## config.mk

```make
export PLATFORM = sky130hd
export DESIGN_NAME = fetch_decode_buffer
export DESIGN_NICKNAME = d
export VERILOG_FILES = /design/src/rtl/fetch_decode_buffer_pkg.sv /design/src/rtl/fetch_decode_buffer_entry_ram.sv /design/src/rtl/fetch_decode_buffer.sv
export SDC_FILE = /design/constraint.sdc
export NUM_CORES = 1
export LEC_CHECK = 0
export CAP_MARGIN = 20
export CORE_MARGIN = 10
export CORE_UTILIZATION = 25
export CTS_CLUSTER_DIAMETER = 150
export DETAILED_ROUTE_END_ITERATION = 8
export HOLD_SLACK_MARGIN = 0.05
export SYNTH_ARGS = -nofsm -noshare
export SYNTH_HDL_FRONTEND = slang
export SYNTH_SLANG_ARGS = --single-unit
export TNS_END_PERCENT = 10
```

## constraint.sdc

```tcl
create_clock -name clk -period 7.2 [get_ports clk]
set_input_delay 1.44 -clock clk [delete_from_list [all_inputs] [get_ports clk]]
set_output_delay 1.44 -clock clk [all_outputs]
set_load 0.02 [all_outputs]
```

## src/rtl/fetch_decode_buffer_pkg.sv

```systemverilog
// Shared ISA definitions for the fetch/decode buffer: widths, opcode field, opcodes.
// Latency: n/a (types and constants only).
// Backpressure: n/a.
package fetch_decode_buffer_pkg;

  localparam int XLEN   = 32;
  localparam int OPC_HI = 31;
  localparam int OPC_LO = 25;
  localparam int OPC_W  = OPC_HI - OPC_LO + 1;

  localparam logic [OPC_W-1:0] OP_B   = 7'b1100000;
  localparam logic [OPC_W-1:0] OP_NOP = 7'b1100100;

  // One buffered fetch slot; 64 bits wide.
  typedef struct packed {
    logic [XLEN-1:0] pc;
    logic [XLEN-1:0] instr;
  } entry_t;

  function automatic logic [OPC_W-1:0] opcode_of(input logic [XLEN-1:0] instr);
    return instr[OPC_HI:OPC_LO];
  endfunction

endpackage

```

## src/rtl/fetch_decode_buffer_entry_ram.sv

```systemverilog
// Entry storage: DEPTH x 64-bit, one synchronous write port, one async read port.
// Latency: write visible on read port the cycle after the write edge.
// Backpressure: none; the controller decides when to write.
module fdb_entry_ram
  import fetch_decode_buffer_pkg::*;
#(
  parameter int DEPTH = 4,
  localparam int AW   = $clog2(DEPTH)
) (
  input  logic          clk,
  input  logic          we,
  input  logic [AW-1:0] waddr,
  input  entry_t        wdata,
  input  logic [AW-1:0] raddr,
  output entry_t        rdata
);

  entry_t mem [DEPTH];

  // Storage is not reset; validity is tracked by the controller's count.
  always_ff @(posedge clk) begin
    if (we) begin
      mem[waddr] <= wdata;
    end
  end

  assign rdata = mem[raddr];

endmodule

```

## src/rtl/fetch_decode_buffer.sv

```systemverilog
// Fetch-to-decode FIFO with NOP filtering at write and single-cycle flush.
// Latency: a pushed entry reaches out_* one cycle after its push edge (no bypass).
// Backpressure: in_ready = (count < DEPTH), registered state only; out_* held while !out_ready.
module fetch_decode_buffer
  import fetch_decode_buffer_pkg::*;
#(
  parameter int DEPTH    = 4,
  parameter int DROP_NOP = 1
) (
  input  logic                     clk,
  input  logic                     rst,
  input  logic                     in_valid,
  input  logic [XLEN-1:0]          in_pc,
  input  logic [XLEN-1:0]          in_instr,
  output logic                     in_ready,
  input  logic                     flush,
  output logic                     out_valid,
  input  logic                     out_ready,
  output logic [XLEN-1:0]          out_pc,
  output logic [XLEN-1:0]          out_instr,
  output logic [OPC_W-1:0]         out_opcode,
  output logic                     out_is_branch,
  output logic [$clog2(DEPTH):0]   count,
  output logic [15:0]              drop_cnt
);

  localparam int AW = $clog2(DEPTH);
  localparam int CW = AW + 1;

  logic [AW-1:0] wr_ptr;
  logic [AW-1:0] rd_ptr;
  logic [CW-1:0] occ;
  logic          in_nop;
  logic          push_hs;
  logic          store;
  logic          drop;
  logic          pop;
  entry_t        wr_entry;
  entry_t        rd_entry;

  // Handshake qualification: flush cancels both sides; NOPs complete the
  // handshake but never take a slot.
  assign in_ready  = (occ < CW'(DEPTH));
  assign out_valid = (occ != '0);
  assign in_nop    = (DROP_NOP != 0) && (opcode_of(in_instr) == OP_NOP);
  assign push_hs   = in_valid && in_ready && !flush;
  assign store     = push_hs && !in_nop;
  assign drop      = push_hs && in_nop;
  assign pop       = out_valid && out_ready && !flush;

  assign wr_entry  = '{pc: in_pc, instr: in_instr};

  fdb_entry_ram #(.DEPTH(DEPTH)) u_ram (
    .clk   (clk),
    .we    (store),
    .waddr (wr_ptr),
    .wdata (wr_entry),
    .raddr (rd_ptr),
    .rdata (rd_entry)
  );

  // Pointer and occupancy tracking; pointers wrap naturally at power-of-two DEPTH.
  always_ff @(posedge clk) begin
    if (rst) begin
      wr_ptr <= '0;
      rd_ptr <= '0;
      occ    <= '0;
    end else if (flush) begin
      rd_ptr <= wr_ptr;
      occ    <= '0;
    end else begin
      if (store) wr_ptr <= wr_ptr + AW'(1);
      if (pop)   rd_ptr <= rd_ptr + AW'(1);
      case ({store, pop})
        2'b10:   occ <= occ + CW'(1);
        2'b01:   occ <= occ - CW'(1);
        default: occ <= occ;
      endcase
    end
  end

  // Saturating dropped-NOP counter; survives flush, cleared only by reset.
  always_ff @(posedge clk) begin
    if (rst) begin
      drop_cnt <= '0;
    end else if (drop && (drop_cnt != 16'hFFFF)) begin
      drop_cnt <= drop_cnt + 16'd1;
    end
  end

  // Head presentation: forced to zero when empty so stale storage never leaks.
  always_comb begin
    out_pc        = '0;
    out_instr     = '0;
    if (out_valid) begin
      out_pc      = rd_entry.pc;
      out_instr   = rd_entry.instr;
    end
    out_opcode    = opcode_of(out_instr);
    out_is_branch = out_valid && (out_opcode == OP_B);
  end

  assign count = occ;

endmodule

```

# [Word level (Yosys, flattened, before mapping)]
# Memory sizes are Yosys's and may differ from the RTL's. A register that Yosys moved wholly into a read port is not among the register bits.
# Cells that the tools add are included.
[classes] order_cmp=1 mux=9 reduce_logical=15 n_addsub=5 n_eq_ne=5 bitwise_logic=1
[ops] cell="$mux W32" n=2
[ops] cell="$add A16 B1 Y16 const B" n=1
[ops] cell="$ne A16 B16 Y1 const B" n=1
[ops] cell="$eq A7 B7 Y1 const B" n=2
[ops] cell="$logic_and A1 B1 Y1" n=8
[ops] cell="$mux W2" n=4
[ops] cell="$pmux W3 S2" n=1
[ops] cell="$add A2 B1 Y2 const B" n=2
[ops] cell="$reduce_bool A2 Y1" n=2
[ops] cell="$add A3 B1 Y3 const B" n=1
[ops] cell="$lt A3 B3 Y1 const B" n=1
[ops] cell="$reduce_bool A3 Y1" n=1
[ops] cell="$sub A3 B1 Y3 const B" n=1
[ops] cell="$eq A2 B1 Y1 const B" n=1
[ops] cell="$eq A2 B2 Y1 const B" n=1
[ops] cell="$logic_not A1 Y1" n=2
[ops] cell="$mux W1" n=2
[ops] cell="$reduce_and A2 Y1" n=1
[ops] cell="$reduce_or A2 Y1" n=1
[ops] cell="$not A1 Y1" n=1
[totals] elab_cells=41 out_inout_bits=93 reg_bits=23 memories=1 mem_bits_rw=256
[mem_list] name="u_ram.mem" depth=4 width=64 rd=1 rd_clocked_by_memory_dff=1 wr=1 line_no="fetch_decode_buffer_entry_ram.sv:18" rtl="entry_t mem [DEPTH];"

# [Logic depth before layout (Yosys ltp)]
[logic_depth] ltp_word=7 ltp_mapped=11 depth_no_buf=11

# [By module]
# From an unflattened synthesis, not the netlist that was laid out.
[hier_totals] hier_cells=570 area_unflattened_um2=11138.2
[modules_own_cells] module="fdb_entry_ram" n_inst=1 seq_area_each_um2=7687.4 area_per_inst_um2=9341.5 cells_each=338
[modules_own_cells] module="fetch_decode_buffer" n_inst=1 seq_area_each_um2=460.4 area_per_inst_um2=1796.7 cells_each=232

# [Least setup slack after synthesis]
# OpenSTA, ideal clock, no wires.
[synth_path] path_kind="input to register" from="input flush" to="memory u_ram.mem[0][0] (netlist name) (enable)" setup_ps=429 stages=4 path_slack_ps=2968 arrival_ps=3803 path_buffers=1 cell_sequence="buf_6 -> or3b_4 -> nor2_1 -> and2_1"
[synth_between] elab_chain_cells=5
[synth_lines] item="from (decl)" line_no="fetch_decode_buffer.sv:16" rtl="input logic flush,"
[synth_lines] item="$logic_not A1 Y1" line_no="fetch_decode_buffer.sv:46" rtl="assign push_hs = in_valid && in_ready && !flush;"
[synth_lines] item="$logic_and A1 B1 Y1" line_no="fetch_decode_buffer.sv:46"
[synth_lines] item="$logic_and A1 B1 Y1" line_no="fetch_decode_buffer.sv:47" rtl="assign store = push_hs && !in_nop;"
[synth_lines] item="$mux W1" line_no="fetch_decode_buffer_entry_ram.sv:22" rtl="if (we) begin"
[synth_lines] item="$mux W1 (not written as such)" line_no="fetch_decode_buffer_entry_ram.sv:23" rtl="mem[waddr] <= wdata;"
[synth_lines] item="to (decl)" line_no="fetch_decode_buffer_entry_ram.sv:18"
# No other way between the ends.

==> flow_metrics.env <==
export IMPL_status="finished, final reports clean"
export IMPL_pwr_share_seq=0.528
export IMPL_cp_required_ps=5760
export IMPL_dieArea_sq_um=53050
export IMPL_drc=0
export IMPL_p_per_area_nw_per_um2=245.4
export IMPL_crit_path_max_incr_delay_ps=880
export IMPL_post_cts_buffers=0
export IMPL_syn_inst=563
export IMPL_overflow=0
export IMPL_setup_tns_ps=0
export IMPL_period_minus_slack_ps=5241
export IMPL_antenna_cells=0
export IMPL_clkSinkCount=281
export IMPL_slew_limit_headroom=0.2774
export IMPL_yosys_warnings=0
export IMPL_syn_area_sq_um=11060
export IMPL_p_leak_nw=4.385
export IMPL_hold_path_class="reg2reg"
export IMPL_top_usage_layer="met2"
export IMPL_dp_hpwl_microns=15150
export IMPL_yosysSeqAreaShare=0.7404
export IMPL_cap_violations=0
export IMPL_ys_types=39
export IMPL_clkPwrFrac=0.407
export IMPL_grtUsageTotal=0.09100
export IMPL_clkLatencyLatePin_ps=550
export IMPL_post_route_period_util=0.7279
export IMPL_grt_pass1_wl_microns=37330
export IMPL_final_nets=803
export IMPL_clock_skew_final_ps=10.12
export IMPL_first_pass_iters=4
export IMPL_path_max_fanout=38
export IMPL_use_met3=0.03361
export IMPL_synth_nets=639
export IMPL_syn_avg_cell_area_sq_um=19.64
export IMPL_synthAdderAreaFrac=0.008599
export IMPL_comb_power_share=0.065
export IMPL_synth_mux_area_frac=0.1344
export IMPL_synth_xor_area_share=0.01346
export IMPL_synth_simple_area_share=0.06766
export IMPL_synth_compound_area_share=0.01595
export IMPL_vias_per_cell=4.135
export IMPL_first_iter_violations=310
export IMPL_port_buffers=161
export IMPL_path_clk_slew_ps=60
export IMPL_ys_seq_elements=281
export IMPL_cts_hold_fix_buffers=0
export IMPL_grt_pass1_vias=6071
export IMPL_crit_arrival_ps=3800
export IMPL_synth_top_family_by_area="multiplexers"
export IMPL_ios=162
export IMPL_switching_share=0.2096
export IMPL_drt_total_wl_microns=24730
export IMPL_crit_slowest_cell="dfxtp_4"
export IMPL_cts_buffers=30
export IMPL_worstSetupEndpointType="output pin"
export IMPL_grt_max_degree=65
export IMPL_cts_path_max_buffers=3
export IMPL_hold_path_startpoint="wr_ptr[1]"
export IMPL_met1_usage=0.1100
export IMPL_root_buffer="clkbuf_16"
export IMPL_rows=76
export IMPL_r2r_start="count[2]"
export IMPL_cts_tree="built"
export IMPL_antenna_found_initial=0
export IMPL_fp_dieW_microns=230.3
export IMPL_rsz0062_at_grt="no"
export IMPL_internal_power_mw=2.756
export IMPL_startpoint_type="register"
export IMPL_drt_wirelength_per_cell_microns=18.54
export IMPL_switching_power_mw=0.7308
export IMPL_layout_drive_gt1_share=0.1642
export IMPL_gp_congestion=0.7341
export IMPL_core_area_sq_um=43360
export IMPL_whs_ps=554.9
export IMPL_htree_levels=1
export IMPL_vdd_ir_drop_worst_mv=0.1598
export IMPL_grt_util_met2=0.1503
export IMPL_crit_chain="mux4_2, and2_1, nor4_1, and4b_1, clkdlybuf4s50_1"
export IMPL_fill_cells=4218
export IMPL_criticalPathCategory="reg2out"
export IMPL_vias=5516
export IMPL_area_growth_pct=28.51
export IMPL_fp_dieH_microns=230.3
export IMPL_fmax_ghz=0.1908
export IMPL_start_util=0.2550
export IMPL_post_cts_resized=0
export IMPL_ant_nets=0
export IMPL_hold_viol_final=0
export IMPL_maxSlewViolCount=0
export IMPL_worst_slew_pin_slew_ps=1084
export IMPL_setup_viol=0
==> cell usage in the layout (no fill, tap or decap), types with 3 or more instances in the layout <==
master / instances
nor3_1: 4
or3_1: 3
clkdlybuf4s50_1: 161
mux2i_1: 3
and2_4: 4
ha_1: 6
nand3_1: 5
dfxtp_1: 23
buf_4: 3
a21oi_1: 4
a2111oi_2: 3
xnor2_1: 12
and2_1: 65
clkinv_1: 10
inv_1: 10
a211oi_1: 4
nor2_1: 25
edfxtp_1: 256
nand4_1: 4
clkbuf_1: 7
mux4_2: 64
clkbuf_16: 31
nand2_1: 7
xor2_1: 5
==> state kept, by name (all words and copies together) (netlist names), named ones only <==
name       cells
rd_ptr         2
count          3
drop_cnt      16
u_ram.mem    256
wr_ptr         2
==> cells by family after synthesis <==
logic type | Yosys count
multiplexers | 68
XOR/XNOR | 17
AND/OR/NAND/NOR | 129
buffers and inverters | 44
flip-flops | 281
adder cells (fa/ha/maj) | 7
AO/OA/AOI/OAI | 17
==> through the flow <==
step	util	total power [mW]	area, sq um	worst slack (ps)	cells
after floorplan	-	1.990	11060	2968	563
after global placement	0.3059	2.105	13270	2413	1278
after detailed placement	0.3059	2.108	13270	2408	1278
after CTS	0.3268	3.551	14170	1788	1332
after global routing	0.3277	3.631	14210	1621	1334
final	0.3277	3.487	14210	1959	1334
==> worst max-delay path, delay by kind of cell, from the launching register on <==
kind          cells  cell delay (ps)
simple gates      3             1130
flops             1              880
buf+inv           1              640
mux               1              580
==> final cells by class <==
| class | count | area, sq um | area share |
|---|---|---|---|
| Multi-Input combinational cell | 238 | 2666 | 0.1876 |
| Inverter | 10 | 37.54 | 0.002641 |
| Sequential cell | 281 | 8195 | 0.5767 |
| Clock buffer | 38 | 802.0 | 0.05644 |
| Clock inverter | 16 | 103.9 | 0.007308 |
| Tap cell | 585 | 732.0 | 0.05151 |
| Timing Repair Buffer | 166 | 1674 | 0.1178 |
==> power by group through the flow <==
stage / Combinational (mW) / Clock (mW) / Sequential (mW)
after global placement: 0.228 / 0 / 1.88
after global routing: 0.244 / 1.54 / 1.85
after floorplan: 0.131 / 0 / 1.86
final: 0.225 / 1.42 / 1.84
after CTS: 0.231 / 1.48 / 1.84
after detailed placement: 0.230 / 0 / 1.88
==> layer usage <==
layer	up-vias	part of all wire
met1	2812	0.42
met3	30	0.083
met5	-	0
met2	137	0.48
li1	2537	-
met4	0	0.017
==> synthesized netlist by cell type, drive strengths merged <==
master | number | area share
a211oi | 5 | 0.0045
edfxtp | 256 | 0.70
xor2 | 5 | 0.0040
nor4 | 2 | 0.0025
or3 | 4 | 0.0023
clkbuf | 18 | 0.0061
nand2 | 7 | 0.0024
a21o | 1 | 0.00068
inv | 10 | 0.0034
ha | 6 | 0.0068
nor2 | 25 | 0.0085
a21oi | 4 | 0.0018
xnor2 | 12 | 0.0095
mux4 | 64 | 0.13
nor2b | 1 | 0.00057
nand2b | 1 | 0.00057
mux2 | 1 | 0.0014
nand3 | 6 | 0.0032
and4 | 1 | 0.00079
mux2i | 3 | 0.0027
nor3 | 4 | 0.0018
a31o | 1 | 0.00079
or3b | 1 | 0.0010
buf | 16 | 0.010
a2111oi | 4 | 0.0066
and4b | 1 | 0.00091
nand4 | 4 | 0.0023
o2111ai | 2 | 0.0016
dfxtp | 25 | 0.045
and2 | 69 | 0.039
nand4b | 1 | 0.00079
fa | 1 | 0.0018
and3 | 2 | 0.0011
==> worst paths after layout <==
kind,endpoint,slack (ps),depth (start not counted)
max,out_is_branch,1960,5
max reg2reg,u_ram.mem[0][59],4430,4
min,wr_ptr[1],550,2
min reg2reg,wr_ptr[1],550,2
Note: power is estimated with default switching activity, not from simulation.
